===== src/rtl/rgmii_pkg.sv =====
// Shared types for the UDP transmit path: arbiter state encoding and pad filler byte.
package rgmii_pkg;

  typedef enum logic [1:0] {
    ST_IDLE,
    ST_FWD,
    ST_PAD,
    ST_DROP
  } arb_state_e;

  localparam logic [7:0] PAD_BYTE = 8'h00;

endpackage


===== src/rtl/rr_arbiter.sv =====
// Combinational round-robin picker: returns a one-hot grant for the first requester
// found when searching upward from the slot after the last grant.
module rr_arbiter #(
  parameter int N  = 4,
  parameter int IW = $clog2(N)
) (
  input  logic [N-1:0]  req_i,
  input  logic [IW-1:0] last_i,
  output logic [N-1:0]  grant_o
);

  logic [IW-1:0] idx;
  logic          found;
  int            pos;

  always_comb begin
    grant_o = '0;
    found   = 1'b0;
    idx     = '0;
    pos     = 0;
    for (int i = 1; i <= N; i++) begin
      pos = int'(last_i) + i;
      if (pos >= N) pos = pos - N;
      idx = IW'(pos);
      if (!found && req_i[idx]) begin
        grant_o[idx] = 1'b1;
        found        = 1'b1;
      end
    end
  end

endmodule


===== src/rtl/udp_tx_arbiter.sv =====
// Round-robin multiplexer of AXI-Stream payload sources onto one packet-generator stream,
// forcing every packet to its configured length by zero padding or dropping surplus beats.
module udp_tx_arbiter
  import rgmii_pkg::*;
#(
  parameter int NUM_SRC         = 4,
  parameter int AXIS_DATA_WIDTH = 8,
  parameter int PAYLOAD_WIDTH   = 11
) (
  input  logic                               clk_i,
  input  logic                               rstn_i,
  input  logic [NUM_SRC-1:0]                 s_tvalid_i,
  output logic [NUM_SRC-1:0]                 s_tready_o,
  input  logic [NUM_SRC-1:0]                 s_tlast_i,
  input  logic [NUM_SRC*AXIS_DATA_WIDTH-1:0] s_tdata_i,
  input  logic [NUM_SRC*16-1:0]              src_port_i,
  input  logic [NUM_SRC*PAYLOAD_WIDTH-1:0]   src_payload_bytes_i,
  output logic                               m_tvalid_o,
  input  logic                               m_tready_i,
  output logic                               m_tlast_o,
  output logic [AXIS_DATA_WIDTH-1:0]         m_tdata_o,
  output logic [15:0]                        host_port_o,
  output logic [PAYLOAD_WIDTH-1:0]           payload_bytes_o,
  output logic [NUM_SRC-1:0]                 grant_o,
  output logic                               len_err_o
);

  localparam int IW = $clog2(NUM_SRC);

  arb_state_e                 state_q, state_d;
  logic [NUM_SRC-1:0]         grant_q, grant_d;
  logic [IW-1:0]              lastIdx_q, lastIdx_d;
  logic [PAYLOAD_WIDTH-1:0]   cnt_q, cnt_d;
  logic [15:0]                hostPort_q, hostPort_d;
  logic [PAYLOAD_WIDTH-1:0]   payloadLen_q, payloadLen_d;
  logic                       lenErr_q, lenErr_d;

  logic [NUM_SRC-1:0]         arbGrant;
  logic [IW-1:0]              arbIdx;
  logic [15:0]                arbPort;
  logic [PAYLOAD_WIDTH-1:0]   arbLen;
  logic                       selValid, selLast, cntIsOne;
  logic [AXIS_DATA_WIDTH-1:0] selData;

  rr_arbiter #(.N(NUM_SRC), .IW(IW)) u_rr (
    .req_i   (s_tvalid_i),
    .last_i  (lastIdx_q),
    .grant_o (arbGrant)
  );

  // Fields of the arbitration winner and of the currently granted source.
  always_comb begin
    arbIdx   = '0;
    arbPort  = '0;
    arbLen   = '0;
    selValid = 1'b0;
    selLast  = 1'b0;
    selData  = '0;
    for (int i = 0; i < NUM_SRC; i++) begin
      if (arbGrant[i]) begin
        arbIdx  = IW'(i);
        arbPort = src_port_i[i*16 +: 16];
        arbLen  = src_payload_bytes_i[i*PAYLOAD_WIDTH +: PAYLOAD_WIDTH];
      end
      if (grant_q[i]) begin
        selValid = s_tvalid_i[i];
        selLast  = s_tlast_i[i];
        selData  = s_tdata_i[i*AXIS_DATA_WIDTH +: AXIS_DATA_WIDTH];
      end
    end
  end

  assign cntIsOne = (cnt_q == PAYLOAD_WIDTH'(1));

  always_comb begin
    state_d      = state_q;
    grant_d      = grant_q;
    lastIdx_d    = lastIdx_q;
    cnt_d        = cnt_q;
    hostPort_d   = hostPort_q;
    payloadLen_d = payloadLen_q;
    lenErr_d     = 1'b0;
    s_tready_o   = '0;
    m_tvalid_o   = 1'b0;
    m_tlast_o    = 1'b0;
    m_tdata_o    = '0;

    case (state_q)
      ST_IDLE: begin
        if (|s_tvalid_i) begin
          grant_d      = arbGrant;
          lastIdx_d    = arbIdx;
          hostPort_d   = arbPort;
          // A zero-length request still produces a single beat.
          payloadLen_d = (arbLen == '0) ? PAYLOAD_WIDTH'(1) : arbLen;
          cnt_d        = (arbLen == '0) ? PAYLOAD_WIDTH'(1) : arbLen;
          state_d      = ST_FWD;
        end
      end
      ST_FWD: begin
        m_tvalid_o = selValid;
        m_tdata_o  = selData;
        m_tlast_o  = cntIsOne;
        s_tready_o = grant_q & {NUM_SRC{m_tready_i}};
        if (selValid && m_tready_i) begin
          if (cnt_q != '0) cnt_d = cnt_q - PAYLOAD_WIDTH'(1);
          if (selLast && cntIsOne) begin
            state_d = ST_IDLE;
            grant_d = '0;
          end else if (selLast) begin
            lenErr_d = 1'b1;
            state_d  = ST_PAD;
          end else if (cntIsOne) begin
            lenErr_d = 1'b1;
            state_d  = ST_DROP;
          end
        end
      end
      ST_PAD: begin
        m_tvalid_o = 1'b1;
        m_tdata_o  = AXIS_DATA_WIDTH'(PAD_BYTE);
        m_tlast_o  = cntIsOne;
        if (m_tready_i) begin
          if (cnt_q != '0) cnt_d = cnt_q - PAYLOAD_WIDTH'(1);
          if (cntIsOne) begin
            state_d = ST_IDLE;
            grant_d = '0;
          end
        end
      end
      ST_DROP: begin
        s_tready_o = grant_q;
        if (selValid && selLast) begin
          state_d = ST_IDLE;
          grant_d = '0;
        end
      end
      default: begin
        state_d = ST_IDLE;
        grant_d = '0;
      end
    endcase
  end

  always_ff @(posedge clk_i or negedge rstn_i) begin
    if (!rstn_i) begin
      state_q      <= ST_IDLE;
      grant_q      <= '0;
      lastIdx_q    <= IW'(NUM_SRC - 1);
      cnt_q        <= '0;
      hostPort_q   <= '0;
      payloadLen_q <= '0;
      lenErr_q     <= 1'b0;
    end else begin
      state_q      <= state_d;
      grant_q      <= grant_d;
      lastIdx_q    <= lastIdx_d;
      cnt_q        <= cnt_d;
      hostPort_q   <= hostPort_d;
      payloadLen_q <= payloadLen_d;
      lenErr_q     <= lenErr_d;
    end
  end

  assign grant_o         = grant_q;
  assign host_port_o     = hostPort_q;
  assign payload_bytes_o = payloadLen_q;
  assign len_err_o       = lenErr_q;

endmodule

===== config.mk =====
export PLATFORM = sky130hd
export DESIGN_NAME = udp_tx_arbiter
export DESIGN_NICKNAME = d
export VERILOG_FILES = /design/src/rtl/rgmii_pkg.sv /design/src/rtl/rr_arbiter.sv /design/src/rtl/udp_tx_arbiter.sv
export SDC_FILE = /design/constraint.sdc
export NUM_CORES = 1
export LEC_CHECK = 0
export CAP_MARGIN = 20
export CORE_UTILIZATION = 35
export DETAILED_ROUTE_END_ITERATION = 12
export DONT_BUFFER_PORTS = 1
export PLACE_DENSITY = 0.59
export SYNTH_ARGS = -nofsm -noshare
export SYNTH_HDL_FRONTEND = slang
export SYNTH_SLANG_ARGS = --single-unit

===== constraint.sdc =====
create_clock -name clk_i -period 4.3 [get_ports clk_i]
set_clock_uncertainty 0.05 [all_clocks]
set_input_delay 0.86 -clock clk_i [delete_from_list [all_inputs] [get_ports clk_i]]
set_output_delay 0.86 -clock clk_i [all_outputs]
set_load 0.1 [all_outputs]

# [After elaboration in Yosys (flattened, before gate mapping)]
# Index checks and enable logic that the tools add are counted.
[classes] reduce_logical=23 n_addsub=9 order_cmp=12 mux=81 bitwise_logic=4 eq_ne=11
[ops] cell="11-bit two-way mux" n=9
[ops] cell="16-bit two-way mux" n=4
[ops] cell="4-bit two-way mux" n=10
[ops] cell="8-bit two-way mux" n=5
[ops] cell="11-bit one-hot mux with 3 select lines" n=1
[ops] cell="2-bit two-way mux" n=14
[ops] cell="1-bit two-way mux" n=26
[ops] cell="4-bit one-hot mux with 4 select lines" n=1
[ops] cell="2-bit by 3-bit less-than comparator with 1-bit output (second input constant)" n=4
[ops] cell="2-bit != test (second input constant)" n=6
[ops] cell="4-bit OR" n=3
[ops] cell="6-bit AND reduction" n=2
[ops] cell="11-bit by 1-bit equality test with 1-bit output (second input constant)" n=1
[ops] cell="11-bit logical NOT" n=1
[ops] cell="11-bit nonzero test" n=1
[ops] cell="11-bit by 1-bit subtractor with 11-bit output (second input constant)" n=1
[ops] cell="1-bit logical AND" n=10
[ops] cell="3-bit greater-or-equal comparator (second input constant)" n=3
[ops] cell="1-bit binary-select mux with 2-bit select" n=4
[ops] cell="1-bit demux with 2-bit select" n=4
[ops] cell="2-bit by 1-bit greater-or-equal comparator with 1-bit output (second input constant)" n=4
[ops] cell="2-bit one-hot mux with 4 select lines" n=1
[ops] cell="4-bit one-hot mux with 2 select lines" n=1
[ops] cell="2-bit by 1-bit subtractor with 2-bit output (second input constant)" n=4
[ops] cell="16 further kinds" n=20
[word_totals] output_inout_bits=46 inputBits=151 reg_bits=47 wordCells=147

# [Logic depth before layout (Yosys ltp)]
# Gate-level depths: netlist of run 1.
[logic_depth] depth_word=23 ltp_mapped=15 depth_no_buf=11

# [Cells and area by module]
# A second synthesis of run 1 with hierarchy kept.
[hier_totals] hier_cells=468 area_unflattened_um2=3798.6
[modules_own_cells] module="udp_tx_arbiter" seq_area_each_um2=1178.6 instances=1 cells_per_inst=430 area_per_inst_um2=3440.8
[modules_own_cells] module="rr_arbiter" seq_area_each_um2=0.0 instances=1 cells_per_inst=38 area_per_inst_um2=357.8

# [Least setup slack after synthesis of run 1]
# OpenSTA, ideal clock, no wires.
[synth_path] path_kind="reg-to-output" start="register grant_q[2] (netlist: grant_o[2])" end="output port m_tvalid_o" stages_incl_launch_ff=7 setup_slack_ns=0.506 path_buffers=1 arrival_ns=2.884 cell_sequence="dfrtp_1 clkbuf_1 nor2b_1 a311oi_1 a21o_1 a21oi_1 nor2_1"
[synth_between] elab_chain_cells=3
[synth_rtl] item="start: declaration" line_no="udp_tx_arbiter.sv:31" source="logic [NUM_SRC-1:0] grant_q, grant_d;"
[synth_rtl] item="start signal: assignment" line_no="udp_tx_arbiter.sv:156" source="grant_q <= grant_d;"
[synth_rtl] item="1-bit two-way mux (2 in series)" line_no="udp_tx_arbiter.sv:65" source="if (grant_q[i]) begin"
[synth_rtl] item="1-bit one-hot mux with 2 select lines" line_no="udp_tx_arbiter.sv:88" source="case (state_q)"
[synth_rtl] item="end: declaration" line_no="udp_tx_arbiter.sv:18" source="output logic m_tvalid_o,"
# No other way between the ends.

# [Worst setup path after layout of run 1]
[layout_path] start="register lastIdx_q[0]" end="register cnt_q[0]"
[layout_between] elab_chain_cells=23 word_cells_on_any_way=68 cone_classes="add/sub: 8; order compare: 12; mux: 34; bitwise: 3; reduce/logical: 11"
[layout_rtl] item="start: declaration" line_no="udp_tx_arbiter.sv:32" source="logic [IW-1:0] lastIdx_q, lastIdx_d;"
[layout_rtl] item="start signal: assignment" line_no="udp_tx_arbiter.sv:149" source="lastIdx_q <= IW'(NUM_SRC - 1);"
[layout_rtl] item="start signal: assignment" line_no="udp_tx_arbiter.sv:157" source="lastIdx_q <= lastIdx_d;"
[layout_rtl] item="parallel branches: the longest is 14 deep, another holds 2-bit by 1-bit adder with 3-bit output"
[layout_rtl] item="4-bit two-way mux *" line_no="rr_arbiter.sv:25" source="if (!found && req_i[idx]) begin"
[layout_rtl] item="11-bit two-way mux (3 in series)" line_no="udp_tx_arbiter.sv:60" source="if (arbGrant[i]) begin"
[layout_rtl] item="11-bit two-way mux *" line_no="udp_tx_arbiter.sv:60"
[layout_rtl] item="11-bit logical NOT" line_no="udp_tx_arbiter.sv:96" source="cnt_d = (arbLen == '0) ? PAYLOAD_WIDTH'(1) : arbLen;"
[layout_rtl] item="11-bit two-way mux *" line_no="udp_tx_arbiter.sv:96"
[layout_rtl] item="11-bit two-way mux *" line_no="udp_tx_arbiter.sv:90" source="if (|s_tvalid_i) begin"
[layout_rtl] item="11-bit one-hot mux with 3 select lines *" line_no="udp_tx_arbiter.sv:88"
[layout_rtl] item="end signal: assignment" line_no="udp_tx_arbiter.sv:158" source="cnt_q <= cnt_d;"
[layout_rtl] item="end: declaration" line_no="udp_tx_arbiter.sv:33" source="logic [PAYLOAD_WIDTH-1:0] cnt_q, cnt_d;"
# Every way passes the cells marked *. The select of a mux whose other input is x is not followed.
# A chain may end at the register's enable or synchronous reset.

==> impl_metrics.py, run 1 <==
metrics = {
    "critical_path": {
        "end_kind": "flop",
        "path_class": "reg -> reg",
        "crit_arrival_ns": 4.19,
        "critPathMaxFanout": 12,
        "start_kind": "flop",
        "crit_required_ns": 4.44,
        "r2r_slack_ns": 0.25,
    },
    "grt": {
        "grt_util_all_layers_pct": 21.2,
        "overflow": 0,
        "antenna_found_initial": 0,
        "grt_pass1_vias": 3406,
        "grt_pass1_wl_mm": 18.3,
        "grt_max_degree": 53,
    },
    "timing": {
        "max_freq_mhz": 247,
        "period_minus_slack_ns": 4.05,
        "slew-limit-headroom_pct": 34.5,
        "slew_viol_final": 0,
        "finalHoldViolCount": 0,
        "setup_violations": 0,
        "rsz0062_at_grt": "no",
        "tns_ns": 0,
        "fin_crit_sh_pct": 94.2,
        "worst_pin_slew_ns": 0.983,
    },
    "yosys": {
        "syn_area_per_cell_um2": 8.18,
        "ys.flop_type": "dfrtp_1",
        "synthCells": 444,
        "async_flop_share_pct": 100,
        "synth_edf_count": 0,
        "synth_fp_nets": 612,
        "netlist_area_mm2": 0.00363,
        "yosysSeqAreaShare_pct": 32.5,
        "ys_types": 52,
        "yosys_register_bits": 47,
        "ys_warn_count": 0,
    },
    "placed_design": {
        "dp_hpwl_mm": 8.87,
        "dp.cells": 568,
        "gp_congestion": 0.875,
        "portBuffers": 0,
    },
    "die": {
        "dieWidth_um": 104,
        "core_mm2": 0.00991,
        "die_h_um": 104,
        "dieArea_mm2": 0.0108,
        "start_util_pct": 36.6,
        "row_count": 36,
        "ios": 197,
    },
    "layout": {
        "fillers": 1020,
        "area_growth_pct": 9.96,
        "final_cells": 577,
        "n_antenna_cell": 0,
        "layout-drive-gt1-share_pct": 14.4,
        "fin_nets": 611,
    },
    "status": {
        "status": "finished clean",
    },
    "cts": {
        "cts.sinks": 47,
        "clkSlewWorstSetupHoldPaths_ns": 0.09,
        "root_buffer": "clkbuf_8",
        "insertion_delay_ns": 0.31,
        "cts-buffers-inserted": 5,
        "ctsLongestPathBuffers": 2,
        "cts_tree": "done",
        "htreeDepth": 2,
        "cts-hold-fix-buffers": 0,
    },
    "route": {
        "drtPass1Iterations": 4,
        "ant_nets": 0,
        "wl_per_cell_um": 20.4,
        "drt-vias-per-instance": 6.10,
        "first_iter_violations": 301,
        "wirelength_mm": 11.8,
        "drc": 0,
        "num_vias": 3521,
    },
    "worst_hold_path": {
        "hp-class": "in -> async",
    },
    "job": {
        "cap_viol_max_count": 0,
    },
}
area by class of cell:
type                    count  area, um^2  area share [%]
clock buffers               5        68.8            1.72
clock inverters             3        20.0           0.502
inverters                  16        60.1            1.50
multi-input cells         348        2310            57.9
flip-flops and latches     47        1180            29.5
well taps                 133         166            4.17
repair buffers             25         188            4.70
layer usage:
layer,GRT usage (%),vias up,routed length (um)
met5,0,-,0
met1,25.7,1675,4740
met2,37.9,176,5860
met3,3.96,15,941
met4,6.22,0,227
li1,-,1655,-
stage by stage:
stage | setup slack (ns) | utilization (%) | area, um^2 | hold WS (ns)
after global placement | 0.309 | 39.2 | 3880 | 0.446
after CTS | 0.121 | 40.1 | 3970 | 0.179
after global routing | 0.0164 | 40.3 | 3990 | 0.162
after floorplan | 0.506 | - | 3630 | 0.416
final | 0.251 | 40.3 | 3990 | 0.188
after detailed placement | 0.165 | 39.2 | 3880 | 0.439
cell usage in the layout, fill, tap and decap left out, types with 2 or more instances in the layout:
master and n:
a22oi_1 18, and2_1 9, a22o_1 2, nand2b_1 5
a21oi_1 15, buf_4 25, a221oi_1 26, dfrtp_1 45
mux2_2 8, nor4_1 3, nand2_1 59, o31ai_1 7
nor2_1 32, ha_1 17, nor2b_2 2, nor2b_1 5
nand3b_1 2, clkbuf_8 5, and3_1 2, a221o_1 11
a211oi_1 3, or3_1 2, dfstp_2 2, a21o_1 3
o211ai_1 2, o31a_1 4, inv_1 16, clkinvlp_4 2
mux2i_1 2, nor2_2 4, mux4_2 4, nand3_1 5
o21ai_0 56, a211o_1 2, nor3_1 10, o22ai_1 5
cell usage after synthesis, types with 3 or more instances:
cell type | count | area (um^2)
nand2_1 | 59 | 221
o21ai_0 | 56 | 280
dfrtp_1 | 45 | 1130
nor2_1 | 37 | 139
a221oi_1 | 26 | 228
clkbuf_1 | 21 | 78.8
a22oi_1 | 18 | 135
ha_1 | 17 | 213
a21oi_1 | 16 | 80.1
inv_1 | 16 | 60.1
a221o_1 | 11 | 110
nor3_1 | 10 | 50.1
and2_1 | 9 | 56.3
mux2_2 | 8 | 90.1
o31ai_1 | 8 | 60.1
nor2b_1 | 7 | 43.8
buf_1 | 6 | 22.5
buf_2 | 6 | 30.0
nand2b_1 | 6 | 37.5
nand3_1 | 5 | 25.0
o22ai_1 | 5 | 31.3
a21o_1 | 4 | 30.0
mux4_2 | 4 | 90.1
o31a_1 | 4 | 35.0
a211oi_1 | 3 | 22.5
nor4_1 | 3 | 18.8
timing repair:
item / in CTS / in global routing
resized for setup: 0 / 4
buffers inserted: 0 / 0
setup endpoints to repair: 0 / 16
hold endpoints to repair: 0 / 0
registers in the layout, indices dropped and copies added (netlist names):
register	count
host_port_o	16
cnt_q	11
payload_bytes_o	11
grant_o	4
lastIdx_q	2
state_q	2
len_err_o	1
cells by family (layout without fill, tap and decap cells):
group	count (synthesis)	after routing	share of synthesized area, %
adder cells (fa/ha/maj)	17	17	5.86
AO/OA/AOI/OAI	168	169	31.9
multiplexers	14	14	5.52
buffers and inverters	50	49	5.48
AND/OR/NAND/NOR	148	148	18.8
flip-flops	47	47	32.5
critical path, cell delays in order (launching register included):
cell       delay, ns
dfstp_2         0.70
inv_1           0.18
ha_1            0.43
mux4_2          0.39
nor2b_1         0.22
nand2_1         0.12
a31oi_2         0.62
a221oi_1        0.11
o31ai_1         0.39
a2111oi_0       0.13
a31o_1          0.27
a221o_1         0.32
path summary, 6_finish.rpt:
kind,from,end,depth (start not counted)
max,lastIdx_q[0],cnt_q[0],11
min,rstn_i,payload_bytes_o[1],0
max reg2reg,lastIdx_q[0],cnt_q[0],11
min reg2reg,cnt_q[8],cnt_q[8],1
max in group asynchronous,rstn_i,lastIdx_q[1],0
min in group clk_i,cnt_q[8],cnt_q[8],1
Power of run 1 is not shown: default switching activity piles up to over one toggle a cycle in this logic, so the estimate is an artifact.
==> run 2, diff against run 1 <==
Settings changed: PLACE_DENSITY 0.59 to unset, PLACE_DENSITY_LB_ADDON set to 0.3.
==> run 2 against run 1 <==
Sequential share of layout area rose by 0.065 points. Design area fell by 0.22%. Register-to-register slack better by 0.05 ns. Global-route usage shrank 0.53 points. Clock-buffer cell count grew 1. Critical path depth grew 1. Maximum frequency is 1.3% higher. Wire length fell by 3.4%. Flip-flop and latch count did not move. Largest cell class unchanged.
==> impl_metrics.py, run 2 (same netlist as run 1, synthesis figures left out) <==
metrics = {
    "layout": {
        "fillers": 1016,
        "largest_reg_flops": 16,
        "area_growth_pct": 9.72,
        "layout-drive-gt1-share_pct": 13.7,
        "layout_common_cells": "59 x nand2_1, 56 x o21ai_0, 45 x dfrtp_1, 33 x nor2_1",
        "n_antenna_cell": 0,
        "layout_commonest_cell": "nand2_1",
        "fin_nets": 611,
    },
    "die": {
        "dieWidth_um": 104,
        "core_mm2": 0.00991,
        "row_count": 36,
        "die_h_um": 104,
        "ios": 197,
        "start_util_pct": 36.6,
        "dieArea_mm2": 0.0108,
    },
    "route": {
        "drtPass1Iterations": 5,
        "drt-vias-per-instance": 6.08,
        "num_vias": 3507,
        "wl_per_cell_um": 19.7,
        "drc": 0,
        "ant_nets": 0,
        "first_iter_violations": 239,
        "wirelength_mm": 11.4,
    },
    "cts": {
        "cts_tree": "done",
        "htreeDepth": 2,
        "ctsLongestPathBuffers": 2,
        "postCtsSetupBuffers": 0,
        "insertion_delay_ns": 0.30,
        "clkSlewWorstSetupHoldPaths_ns": 0.09,
        "cts.sinks": 47,
        "cts-buffers-inserted": 5,
        "root_buffer": "clkbuf_8",
    },
    "timing": {
        "rsz0062_at_grt": "no",
        "setup_violations": 0,
        "slew_viol_final": 0,
        "period_minus_slack_ns": 4.00,
        "fin_crit_sh_pct": 93.0,
        "tns_ns": 0,
        "worst_pin_slew_ns": 0.946,
        "finalHoldViolCount": 0,
        "max_freq_mhz": 250,
        "slew-limit-headroom_pct": 36.9,
    },
    "grt": {
        "met1_usage_pct": 26.6,
        "grt_max_degree": 53,
        "grt_pass1_vias": 3340,
        "overflow": 0,
        "use_met2_pct": 34.6,
        "busiest_layer": "met2",
        "met3_usage_pct": 4.47,
        "grt_util_all_layers_pct": 20.7,
        "antenna_found_initial": 0,
        "grt_pass1_wl_mm": 18.1,
    },
    "worst_hold_path": {
        "hp-class": "in -> async",
    },
    "placed_design": {
        "portBuffers": 0,
        "dp_hpwl_mm": 8.53,
        "gp_congestion": 0.903,
    },
    "critical_path": {
        "crit_required_ns": 4.44,
        "end_kind": "flop",
        "start_kind": "flop",
        "path_class": "reg -> reg",
        "crit_arrival_ns": 4.14,
        "critPathMaxFanout": 12,
    },
    "status": {
        "status": "finished clean",
    },
    "job": {
        "cap_viol_max_count": 0,
    },
}
## run 2: worst max-delay path: stages (launching register included)
cell	delay (ns)
dfstp_2	0.71
inv_1	0.18
ha_1	0.42
mux4_2	0.38
nand3b_1	0.19
a211o_1	0.32
a211oi_2	0.21
buf_4	0.22
a221oi_1	0.10
o31ai_1	0.39
a2111oi_0	0.13
a31o_1	0.27
a221o_1	0.32
## run 2: through the flow
stage                     utilization (%)  hold slack, ns  setup slack (ns)  instance area (um^2)  instances
after floorplan                         -           0.416             0.506                  3630        444
after global placement               39.2           0.439             0.478                  3890        569
after detailed placement             39.2           0.446             0.225                  3890        569
after CTS                            40.1           0.178             0.218                  3970        577
after global routing                 40.2           0.169            0.0754                  3980        577
final                                40.2           0.194             0.301                  3980        577
## run 2: worst paths after layout
path | slack, ns | depth (start not counted) | start | to
max | 0.30 | 12 | lastIdx_q[0] | cnt_q[0]
min | 0.19 | 0 | rstn_i | payload_bytes_o[1]
max reg2reg | 0.30 | 12 | lastIdx_q[0] | cnt_q[0]
min reg2reg | 0.47 | 2 | cnt_q[10] | cnt_q[10]
max in group asynchronous | 3.82 | 0 | rstn_i | lastIdx_q[0]
min in group clk_i | 0.47 | 2 | cnt_q[10] | cnt_q[10]
## run 2: cell type report
class / count / area (um^2) / share of cell area (%)
Clock buffer: 6 / 72.6 / 1.82
Clock inverter: 2 / 12.5 / 0.314
Multi-Input combinational cell: 347 / 2300 / 57.7
Inverter: 16 / 60.1 / 1.51
Tap cell: 133 / 166 / 4.18
Sequential cell: 47 / 1180 / 29.6
Timing Repair Buffer: 26 / 195 / 4.90
## run 2: what timing repair did
| item | in CTS | in global routing |
|---|---|---|
| resized for setup | 0 | 2 |
| endpoints found under the setup margin | 0 | 1 |
| hold buffers | 0 | 0 |
## run 2: routing by layer
layer  wire length, um  part of all wire, %  vias up
met5                 0                    0        -
met4               269                  2.4        0
met3               999                  8.8       20
met2              5460                   48      210
met1              4640                   41     1624
li1                  -                    -     1653
Power of run 2 is left out for the same reason.
